$ cat src/rtl/axi_pkg.sv
// Shared AXI read-path definitions: read FSM state encoding, slave address map, response codes.
package axi_pkg;

    typedef enum logic [3:0] {
        ST_IDLE       = 4'b0000,
        ST_RA_M1      = 4'b0001,
        ST_RD_M1S0    = 4'b0010,
        ST_RD_M1S1    = 4'b0011,
        ST_RA_M0      = 4'b0100,
        ST_RD_M0S0    = 4'b0101,
        ST_RD_M0S1    = 4'b0110,
        ST_DEFAULT_SL = 4'b1101
    } rd_state_t;

    localparam logic [31:0] S0_BASE = 32'h0000_0000;
    localparam logic [31:0] S0_MASK = 32'hFFFF_0000;
    localparam logic [31:0] S1_BASE = 32'h0001_0000;
    localparam logic [31:0] S1_MASK = 32'hFFFF_0000;

    localparam logic [1:0] DECERR = 2'b11;

    // Region test written as a range check so every address bit takes part.
    function automatic logic addr_in_region(input logic [31:0] addr,
                                            input logic [31:0] base,
                                            input logic [31:0] mask);
        return (addr >= base) && (addr <= (base | ~mask));
    endfunction

endpackage

$ cat src/rtl/axi_read_arbiter_decoder.sv
// Address decoder for one master: one-hot {s0, s1, miss} from the shared address map.
module axi_addr_decoder
    import axi_pkg::*;
(
    input  logic [31:0] addr,
    output logic [2:0]  sel
);

    logic hit_s0;
    logic hit_s1;

    assign hit_s0 = addr_in_region(addr, S0_BASE, S0_MASK);
    assign hit_s1 = addr_in_region(addr, S1_BASE, S1_MASK) && !hit_s0;
    assign sel    = {hit_s0, hit_s1, !(hit_s0 || hit_s1)};

endmodule

$ cat src/rtl/axi_read_arbiter.sv
// Read-channel arbiter / sequencing FSM for the 2x2 AXI interconnect.
// Optional round-robin arbitration on contention is enabled by defining AXI_RD_RR_EN.
module axi_read_arbiter
    import axi_pkg::*;
(
    input  logic        ACLK,
    input  logic        ARESETn,
    input  logic        ARVALID_M0,
    input  logic        ARVALID_M1,
    input  logic [31:0] ARADDR_M0,
    input  logic [31:0] ARADDR_M1,
    input  logic        ARREADY_S0,
    input  logic        ARREADY_S1,
    input  logic        RVALID_S0,
    input  logic        RVALID_S1,
    input  logic        RLAST_S0,
    input  logic        RLAST_S1,
    input  logic        RREADY_M0,
    input  logic        RREADY_M1,
    output logic [3:0]  CS_R,
    output logic [3:0]  NS_R,
    output logic        ARVALID_S0,
    output logic        ARVALID_S1,
    output logic        ARREADY_M0,
    output logic        ARREADY_M1,
    output logic        RVALID_DS,
    output logic        RLAST_DS
);

    logic [3:0]  cs_q, cs_d;
    logic        gnt_m1_q, gnt_m1_d;
    logic        pick_m1;

    logic [31:0] araddr_m [2];
    logic [2:0]  dec_sel  [2];

    assign araddr_m[0] = ARADDR_M0;
    assign araddr_m[1] = ARADDR_M1;

    generate
        for (genvar gi = 0; gi < 2; gi++) begin : g_dec
            axi_addr_decoder u_dec (
                .addr (araddr_m[gi]),
                .sel  (dec_sel[gi])
            );
        end
    endgenerate

`ifdef AXI_RD_RR_EN
    logic last_m1_q, last_m1_d;

    // On contention the master that did not win last time goes first.
    assign pick_m1 = ARVALID_M1 && (!ARVALID_M0 || !last_m1_q);

    always_comb begin
        last_m1_d = last_m1_q;
        if ((cs_q == ST_IDLE) && (ARVALID_M0 || ARVALID_M1)) begin
            last_m1_d = pick_m1;
        end
    end

    always_ff @(posedge ACLK or negedge ARESETn) begin
        if (!ARESETn) begin
            last_m1_q <= 1'b1;
        end else begin
            last_m1_q <= last_m1_d;
        end
    end
`else
    assign pick_m1 = ARVALID_M1;
`endif

    logic       ra_m1;
    logic       ra_valid;
    logic [2:0] ra_sel;
    logic       ra_ready;

    assign ra_m1 = (cs_q == ST_RA_M1);

    always_comb begin
        cs_d       = cs_q;
        gnt_m1_d   = gnt_m1_q;
        ra_valid   = ra_m1 ? ARVALID_M1 : ARVALID_M0;
        ra_sel     = ra_m1 ? dec_sel[1] : dec_sel[0];
        ra_ready   = 1'b0;
        ARVALID_S0 = 1'b0;
        ARVALID_S1 = 1'b0;
        RVALID_DS  = 1'b0;
        RLAST_DS   = 1'b0;

        case (cs_q)
            ST_IDLE: begin
                if (ARVALID_M0 || ARVALID_M1) begin
                    gnt_m1_d = pick_m1;
                    cs_d     = pick_m1 ? ST_RA_M1 : ST_RA_M0;
                end
            end
            ST_RA_M0, ST_RA_M1: begin
                // A master that drops ARVALID here simply holds the FSM in ReadAddr.
                if (ra_sel[2]) begin
                    ARVALID_S0 = ra_valid;
                    ra_ready   = ARREADY_S0;
                    if (ra_valid && ARREADY_S0) begin
                        cs_d = ra_m1 ? ST_RD_M1S0 : ST_RD_M0S0;
                    end
                end else if (ra_sel[1]) begin
                    ARVALID_S1 = ra_valid;
                    ra_ready   = ARREADY_S1;
                    if (ra_valid && ARREADY_S1) begin
                        cs_d = ra_m1 ? ST_RD_M1S1 : ST_RD_M0S1;
                    end
                end else if (ra_sel[0]) begin
                    ra_ready = 1'b1;
                    if (ra_valid) begin
                        cs_d = ST_DEFAULT_SL;
                    end
                end
            end
            ST_RD_M1S0: if (RVALID_S0 && RLAST_S0 && RREADY_M1) cs_d = ST_IDLE;
            ST_RD_M1S1: if (RVALID_S1 && RLAST_S1 && RREADY_M1) cs_d = ST_IDLE;
            ST_RD_M0S0: if (RVALID_S0 && RLAST_S0 && RREADY_M0) cs_d = ST_IDLE;
            ST_RD_M0S1: if (RVALID_S1 && RLAST_S1 && RREADY_M0) cs_d = ST_IDLE;
            ST_DEFAULT_SL: begin
                RVALID_DS = 1'b1;
                RLAST_DS  = 1'b1;
                if (gnt_m1_q ? RREADY_M1 : RREADY_M0) begin
                    cs_d = ST_IDLE;
                end
            end
            default: cs_d = ST_IDLE;
        endcase
    end

    assign ARREADY_M1 = ra_ready && (cs_q == ST_RA_M1);
    assign ARREADY_M0 = ra_ready && (cs_q == ST_RA_M0);

    always_ff @(posedge ACLK or negedge ARESETn) begin
        if (!ARESETn) begin
            cs_q     <= ST_IDLE;
            gnt_m1_q <= 1'b0;
        end else begin
            cs_q     <= cs_d;
            gnt_m1_q <= gnt_m1_d;
        end
    end

    assign CS_R = cs_q;
    assign NS_R = cs_d;

endmodule

$ cat config.mk
export PLATFORM = sky130hd
export DESIGN_NAME = axi_read_arbiter
export DESIGN_NICKNAME = d
export VERILOG_FILES = /design/src/rtl/axi_pkg.sv /design/src/rtl/axi_read_arbiter_decoder.sv /design/src/rtl/axi_read_arbiter.sv
export SDC_FILE = /design/constraint.sdc
export NUM_CORES = 1
export LEC_CHECK = 0
export ABC_AREA = 0
export CAP_MARGIN = 30
export CELL_PAD_IN_SITES_DETAIL_PLACEMENT = 1
export CELL_PAD_IN_SITES_GLOBAL_PLACEMENT = 1
export CORE_MARGIN = 2
export CORE_UTILIZATION = 14
export CTS_BUF_LIST = sky130_fd_sc_hd__clkbuf_8
export CTS_CLUSTER_SIZE = 25
export DETAILED_ROUTE_END_ITERATION = 7
export GPL_TIMING_DRIVEN = 0
export PLACE_DENSITY = 0.84
export SLEW_MARGIN = 5
export SYNTH_ARGS = -nofsm -noshare
export SYNTH_HDL_FRONTEND = slang
export SYNTH_SLANG_ARGS = --single-unit
$ cat constraint.sdc
create_clock -name ACLK -period 3.2 [get_ports ACLK]
set_input_delay 0.8 -clock ACLK [delete_from_list [all_inputs] [get_ports ACLK]]
set_output_delay 0.8 -clock ACLK [all_outputs]
set_load 0.03 [all_outputs]
Yosys cells after proc, flatten, opt, wreduce, memory -nomap -nowiden

Index checks and enable logic that the tools add are counted.

Output and inout bits: 14
Input port bits: 76
Logic and storage cells: 72
Flip-flop bits (word level): 5

$lt $le $gt $ge: 8
Multiplexer cells: 29
Reductions and logical operators: 26
Equal/unequal tests: 7

Operators with widths:

| cell                                                   | number |
|---|---|
| >= comparator 32 x 1 -> 1 bit (second input constant)  | 2 |
| >= comparator 32 x 17 -> 1 bit (second input constant) | 2 |
| <= comparator 32 x 16 -> 1 bit (second input constant) | 2 |
| <= comparator 32 x 17 -> 1 bit (second input constant) | 2 |
| two-way mux 4 bit                                      | 12 |
| one-hot mux 4 bit (7 select lines)                     | 1 |
| logical AND 1 bit                                      | 16 |
| == test 4 x 3 -> 1 bit (second input constant)         | 3 |
| two-way mux 1 bit                                      | 12 |
| two-way mux 3 bit                                      | 4 |
| == test 4 x 2 -> 1 bit (second input constant)         | 2 |
| == test 4 x 1 -> 1 bit (second input constant)         | 1 |
| == test 4 bit (second input constant)                  | 1 |
| zero test 1 bit                                        | 4 |
| zero test 4 bit                                        | 1 |
| logical OR 1 bit                                       | 3 |
| AND reduction 2 bit                                    | 1 |
| OR reduction 2 bit                                     | 1 |

Depth between registers and ports, before layout

Depth after elaboration: 12
Depth in mapped cells: 6
Gate-level depth less buffers: 5

Modules after synthesis

Synthesis repeated with hierarchy kept, for this count alone.

Cells, all modules: 120
Area total of the unflattened synthesis: 875.8 µm²

Modules (own cells, without submodules):

| module           | area each (µm²) | instances | cells an instance | sequential area each (µm²) |
|---|---|---|---|---|
| axi_read_arbiter | 743.2           | 1         | 96                | 125.1 |
| axi_addr_decoder | 66.3            | 2         | 12                | 0.0 |

Worst setup path after synthesis

Ideal clock, no wire load.

Path kind: reg2out
Start point: reg cs_q[1], in the netlist CS_R[1]
End point: out NS_R[1]
Stages on the path, launching flop included: 6
Arrival: 2.472 ns
Path slack: -0.072 ns
Data required time: 2.400 ns
Buffers on the path: 1
Cell sequence: dfrtp_1 > buf_2 > nor4b_1 > and2_1 > o21ai_0 > o31ai_1

Word-level cells in the longest chain between the ends: 7
Elaborated cells on any way between the ends: 27
Classes of those cells: eq/ne: 7; mux: 16; reduce/logical: 4

RTL lines:

| what                                                          | line                                             | source |
|---|---|---|
| start, declared                                               | axi_read_arbiter.sv:30                           | `logic [3:0] cs_q, cs_d;` |
| start signal, assigned                                        | axi_read_arbiter.sv:142                          | `cs_q <= cs_d;` |
| == test 4 x 1 -> 1 bit                                        | axi_read_arbiter.sv:78, axi_read_arbiter.sv:91   |  |
| two-way mux 1 bit                                             | axi_read_arbiter.sv:83                           | `ra_valid = ra_m1 ? ARVALID_M1 : ARVALID_M0;` |
| two-way mux 4 bit / logical AND 1 bit (equally long branches) | axi_read_arbiter.sv:114, axi_read_arbiter.sv:109 |  |
| two-way mux 4 bit, on equally long branches                   | axi_read_arbiter.sv:112, axi_read_arbiter.sv:109 |  |
| two-way mux 4 bit                                             | axi_read_arbiter.sv:106                          | `end else if (ra_sel[1]) begin` |
| two-way mux 4 bit                                             | axi_read_arbiter.sv:100                          | `if (ra_sel[2]) begin` |
| one-hot mux 4 bit (7 select lines) (*)                        | axi_read_arbiter.sv:91                           | `case (cs_q)` |
| end, declared                                                 | axi_read_arbiter.sv:21                           | `output logic [3:0] NS_R,` |

Every way passes the cells marked *; elsewhere a longest branch is shown, timed or not.

Worst setup path after layout

Start point: reg cs_q[1], in the netlist CS_R[1]
End point: out NS_R[2]

Same word-level chain as after synthesis.

==> results <==
[logic make-up after synthesis]
family                    Yosys count
muxes                               2
AOI/OAI and AO/OA                  20
and+or+nand+nor                    44
DFF                                 5
xor gates and xnor gates            1
buffers and inverters               6
[how the worst max path moves through the flow]
stage,startpoint,endpoint,slack (ns),cells past startpoint
2_1_floorplan,CS_R[1]$_DFF_PN0_,NS_R[0],0.14,5
3_3_place_gp,ARADDR_M0[27],NS_R[1],-0.84,7
3_5_place_dp,ARADDR_M0[27],NS_R[1],-0.98,7
4_1_cts,ARADDR_M0[17],NS_R[2],-0.05,8
5_1_grt,ARADDR_M0[26],NS_R[2],-0.15,8
6_report,CS_R[1]$_DFF_PN0_,NS_R[2],-0.03,7
[metrics by stage]
stage	instance area (sq um)	cells	setup TNS, ns
CTS	1320	195	-0.0532
finish	1390	200	-0.0277
global placement	1250	185	-5.57
global route	1390	200	-0.274
floorplan	614	78	0
detailed placement	1250	185	-6.60
[sequential cells by signal (all words and copies together) (netlist names)]
register,cells
gnt_m1_q,1
CS_R,4
[routing by layer]
layer,vias to the layer above,GRT usage (%),routed length (um)
li1,457,-,-
met1,425,13.9,1170
met2,25,19.0,1400
met3,2,3.03,157
met4,0,1.28,6
met5,-,0,0
[placed cells by master (no fill, tap or decap), types with 2 or more instances in the layout]
cell type	instances
clkdlybuf4s50_1	19
buf_4	15
buf_2	12
dlygate4sd2_1	9
nand2_1	8
clkdlybuf4s15_1	7
dfrtp_1	5
buf_6	5
nor4_2	4
nor2_1	4
nand2b_1	3
nand3_1	3
clkbuf_8	3
clkbuf_2	3
clkbuf_1	2
nor3_2	2
nand4_1	2
nor4_1	2
a22o_1	2
mux2i_1	2
a21o_1	2
nor3_4	2
or2_2	2
o211ai_1	2
nor4b_1	2
a31oi_1	2
o311ai_2	2
o221a_2	2
[critical path: cells and delay by family (launching register included)]
| family | cells | cell delay (ns) |
|---|---|---|
| AND/OR/NAND/NOR | 2 | 0.76 |
| AO/OA/AOI/OAI | 3 | 0.70 |
| buffers and inverters | 2 | 0.39 |
| flip-flops | 1 | 0.36 |
[area by class of cell]
cell class              instances  area (sq um)  share of cell area, %
plain buffers                   5          31.3                   2.25
clock buffers                   3          41.3                   2.98
clock inverters                 1          5.00                  0.361
inverters                       1          3.75                  0.271
multi-input cells              67           552                   39.8
flip-flops and latches          5           125                   9.02
well taps                      50          62.6                   4.51
repair buffers                 68           567                   40.8
[power by group through the flow]
stage / combinational [W] / clock [W] / sequential, W
2_1_floorplan: 0.000374 / 0 / 0.000150
3_3_place_gp: 0.000660 / 0 / 0.000124
3_5_place_dp: 0.000664 / 0 / 0.000124
4_1_cts: 0.000660 / 0.000122 / 0.000128
5_1_grt: 0.000791 / 0.000128 / 0.000134
6_report: 0.000736 / 0.000118 / 0.000128
[timing repair]
action / in CTS / in global routing
cloned: 0 / 0
gates resized for setup: 116 / 20
pin swaps: 14 / 14
setup buffers: 6 / 5
endpoints found under the setup margin: 8 / 7
==> summary.md <==
| Metric | Value |
|---|---|
| WL final | 2.73 mm |
| CTS tree | done |
| Setup WS pre-CTS | -0.977 ns |
| Setup ws final | -0.0277 ns |
| Post-synth design cell area | 609 sq um |
| Max rail drop VDD | 236 uV |
| Tcrit/Tclk final | 101% |
| Clock Tree Buf Depth | 2 |
| Total number of yosys warnings | 0 |
| Combinational power share | 74.9% |
| Initial antenna violation count | 0 |
| Register area share after synthesis | 20.5% |
| First-pass GRT wire length | 4.48 mm |
| Adder-cell share of the synthesized area | 0% |
| Rows | 23 |
| Synthesized flop and latch total | 5 |
| Terminus of the critical flop-to-flop path | CS_R[2]$_DFF_PN0_ |
| Routed WL per cell | 13.7 um |
| Maxcap violations | 0 |
| Post-Syn Nets | 154 |
| Failing checks | negative setup slack |
| WP data arrival | 2.43 ns |
| Pwr Density | 708 nW/um^2 |
| GP Congestion | 0.753 |
| Post-synthesis xor/xnor area fraction | 1.44% |
| Worst Hold Class | reg2reg |
| Area grow syn2layout | 128% |
| Critical-path top delay cell | or4b_4 |
| Crit path max fanout | 10 |
| Final setup fails | 1 |
| Synth top cells by count | nand2_1 (8), nor4_1 (7), dfrtp_1 (5), nor2_1 (5), nor3_1 (5) |
| Synth top area share | 20.5% |
| Minimum clock period | 3.23 ns |
| Sw Ratio | 47.5% |
| CP Cell Sequence | buf_2 -> or4b_4 -> and2_4 -> a22o_1 -> o311ai_2 -> o311ai_2 -> buf_4 |
| Critical path capture point type | output port |
| Largest family of logic cells by synthesized area | simple AND/OR/NAND/NOR gates |
| CP Launch Type | flop |
| Slew headroom | 56.7% |
| H-tree levels | 1 |
| Total power | 0.000983 W |
| Vias in the first global route | 976 |
| Total number of vias | 909 |
| Pint | 0.000516 W |
| Hold slack | 0.569 ns |
| Hold EP | gnt_m1_q$_DFFE_PN0P_ |
| Fill count | 502 |
| Worst clock skew | 0.00111 ns |
| Proportion of synthesized area in mux cells | 3.29% |
| Diodes inserted | 0 |
| Worst-path clk slew | 0.04 ns |
| Worst slew pin tran | 0.644 ns |
| FF-to-FF path depth | 8 |
| DRC | 0 |
| Clk_lat worst skew | 0.22 ns |
| Clock sinks | 5 |
| Lkg Pwr | 0.579 nW |
| Sequential share of power | 13.0% |
| Share of layout cells above drive strength 1 | 40.0% |
| Synth unique cells | 36 |
| Cts hold-fix bufs | 0 |
| Final nets | 227 |
| Die height | 70.0 um |
| Critical hold path startpoint | gnt_m1_q$_DFFE_PN0P_ |
| Syn Inst Count | 78 |
| Simple-gate share of the synthesized area | 42.1% |
| Post-synth top area cell | dfrtp_1 |
| Clock power share | 12.0% |
| Crit Path Class | reg2out |
| Area contributors post-synth | dfrtp_1 (21%), nor4_1 (7.2%), nand2_1 (4.9%) |
| Routed Antenna Nets | 0 |
| Inserted Clock Buffers | 3 |
| R2r setup slk | 0.81 ns |
| Initial Util | 14.9% |
| Root Driver | clkbuf_8 |
| Reg2Reg Launch Point | CS_R[1]$_DFF_PN0_ |
| P_sw | 0.000467 W |
| Fin util | 34.0% |
| GRT overflow | 0 |
| Largest stage delay, worst path | 0.57 ns |
| Predominant post-synthesis flop cell | dfrtp_1 |
| Die area | 4900 sq um |
| Status | finished with violations |
| Final Hold Vio Count | 0 |
| Iteration-0 DRC Markers | 29 |
| Async set-reset flop share out of synthesis | 100% |
| Count leader, synth | nand2_1 |
| Die extent in x | 70.0 um |
| Hold path cells | 2 |
| # IOs | 90 |
| Unrepaired setup endpoints after global routing | true |
| IO Port Bufs | 57 |
| Largest net degree at the start of global routing | 11 |
| Most common cell on crit path | o311ai_2 |
| Drt via density | 4.55 |
| Fmax | 0.310 GHz |
| Number of synthesized flops with an enable pin | 0 |
| Pre-Repair DR Iteration Count | 4 |
| Detail Placement HPWL | 2.16 mm |
| GRT Total Usage | 11.0% |
| Final slew viol count | 0 |
| Compound-Gate Fraction of Synth Area | 26.9% |
| Core box area | 4090 sq um |
| Critical Path RT | 2.40 ns |
| Mean cell area of the mapped netlist | 7.81 sq um |
Power figures use the tool's default switching activity.
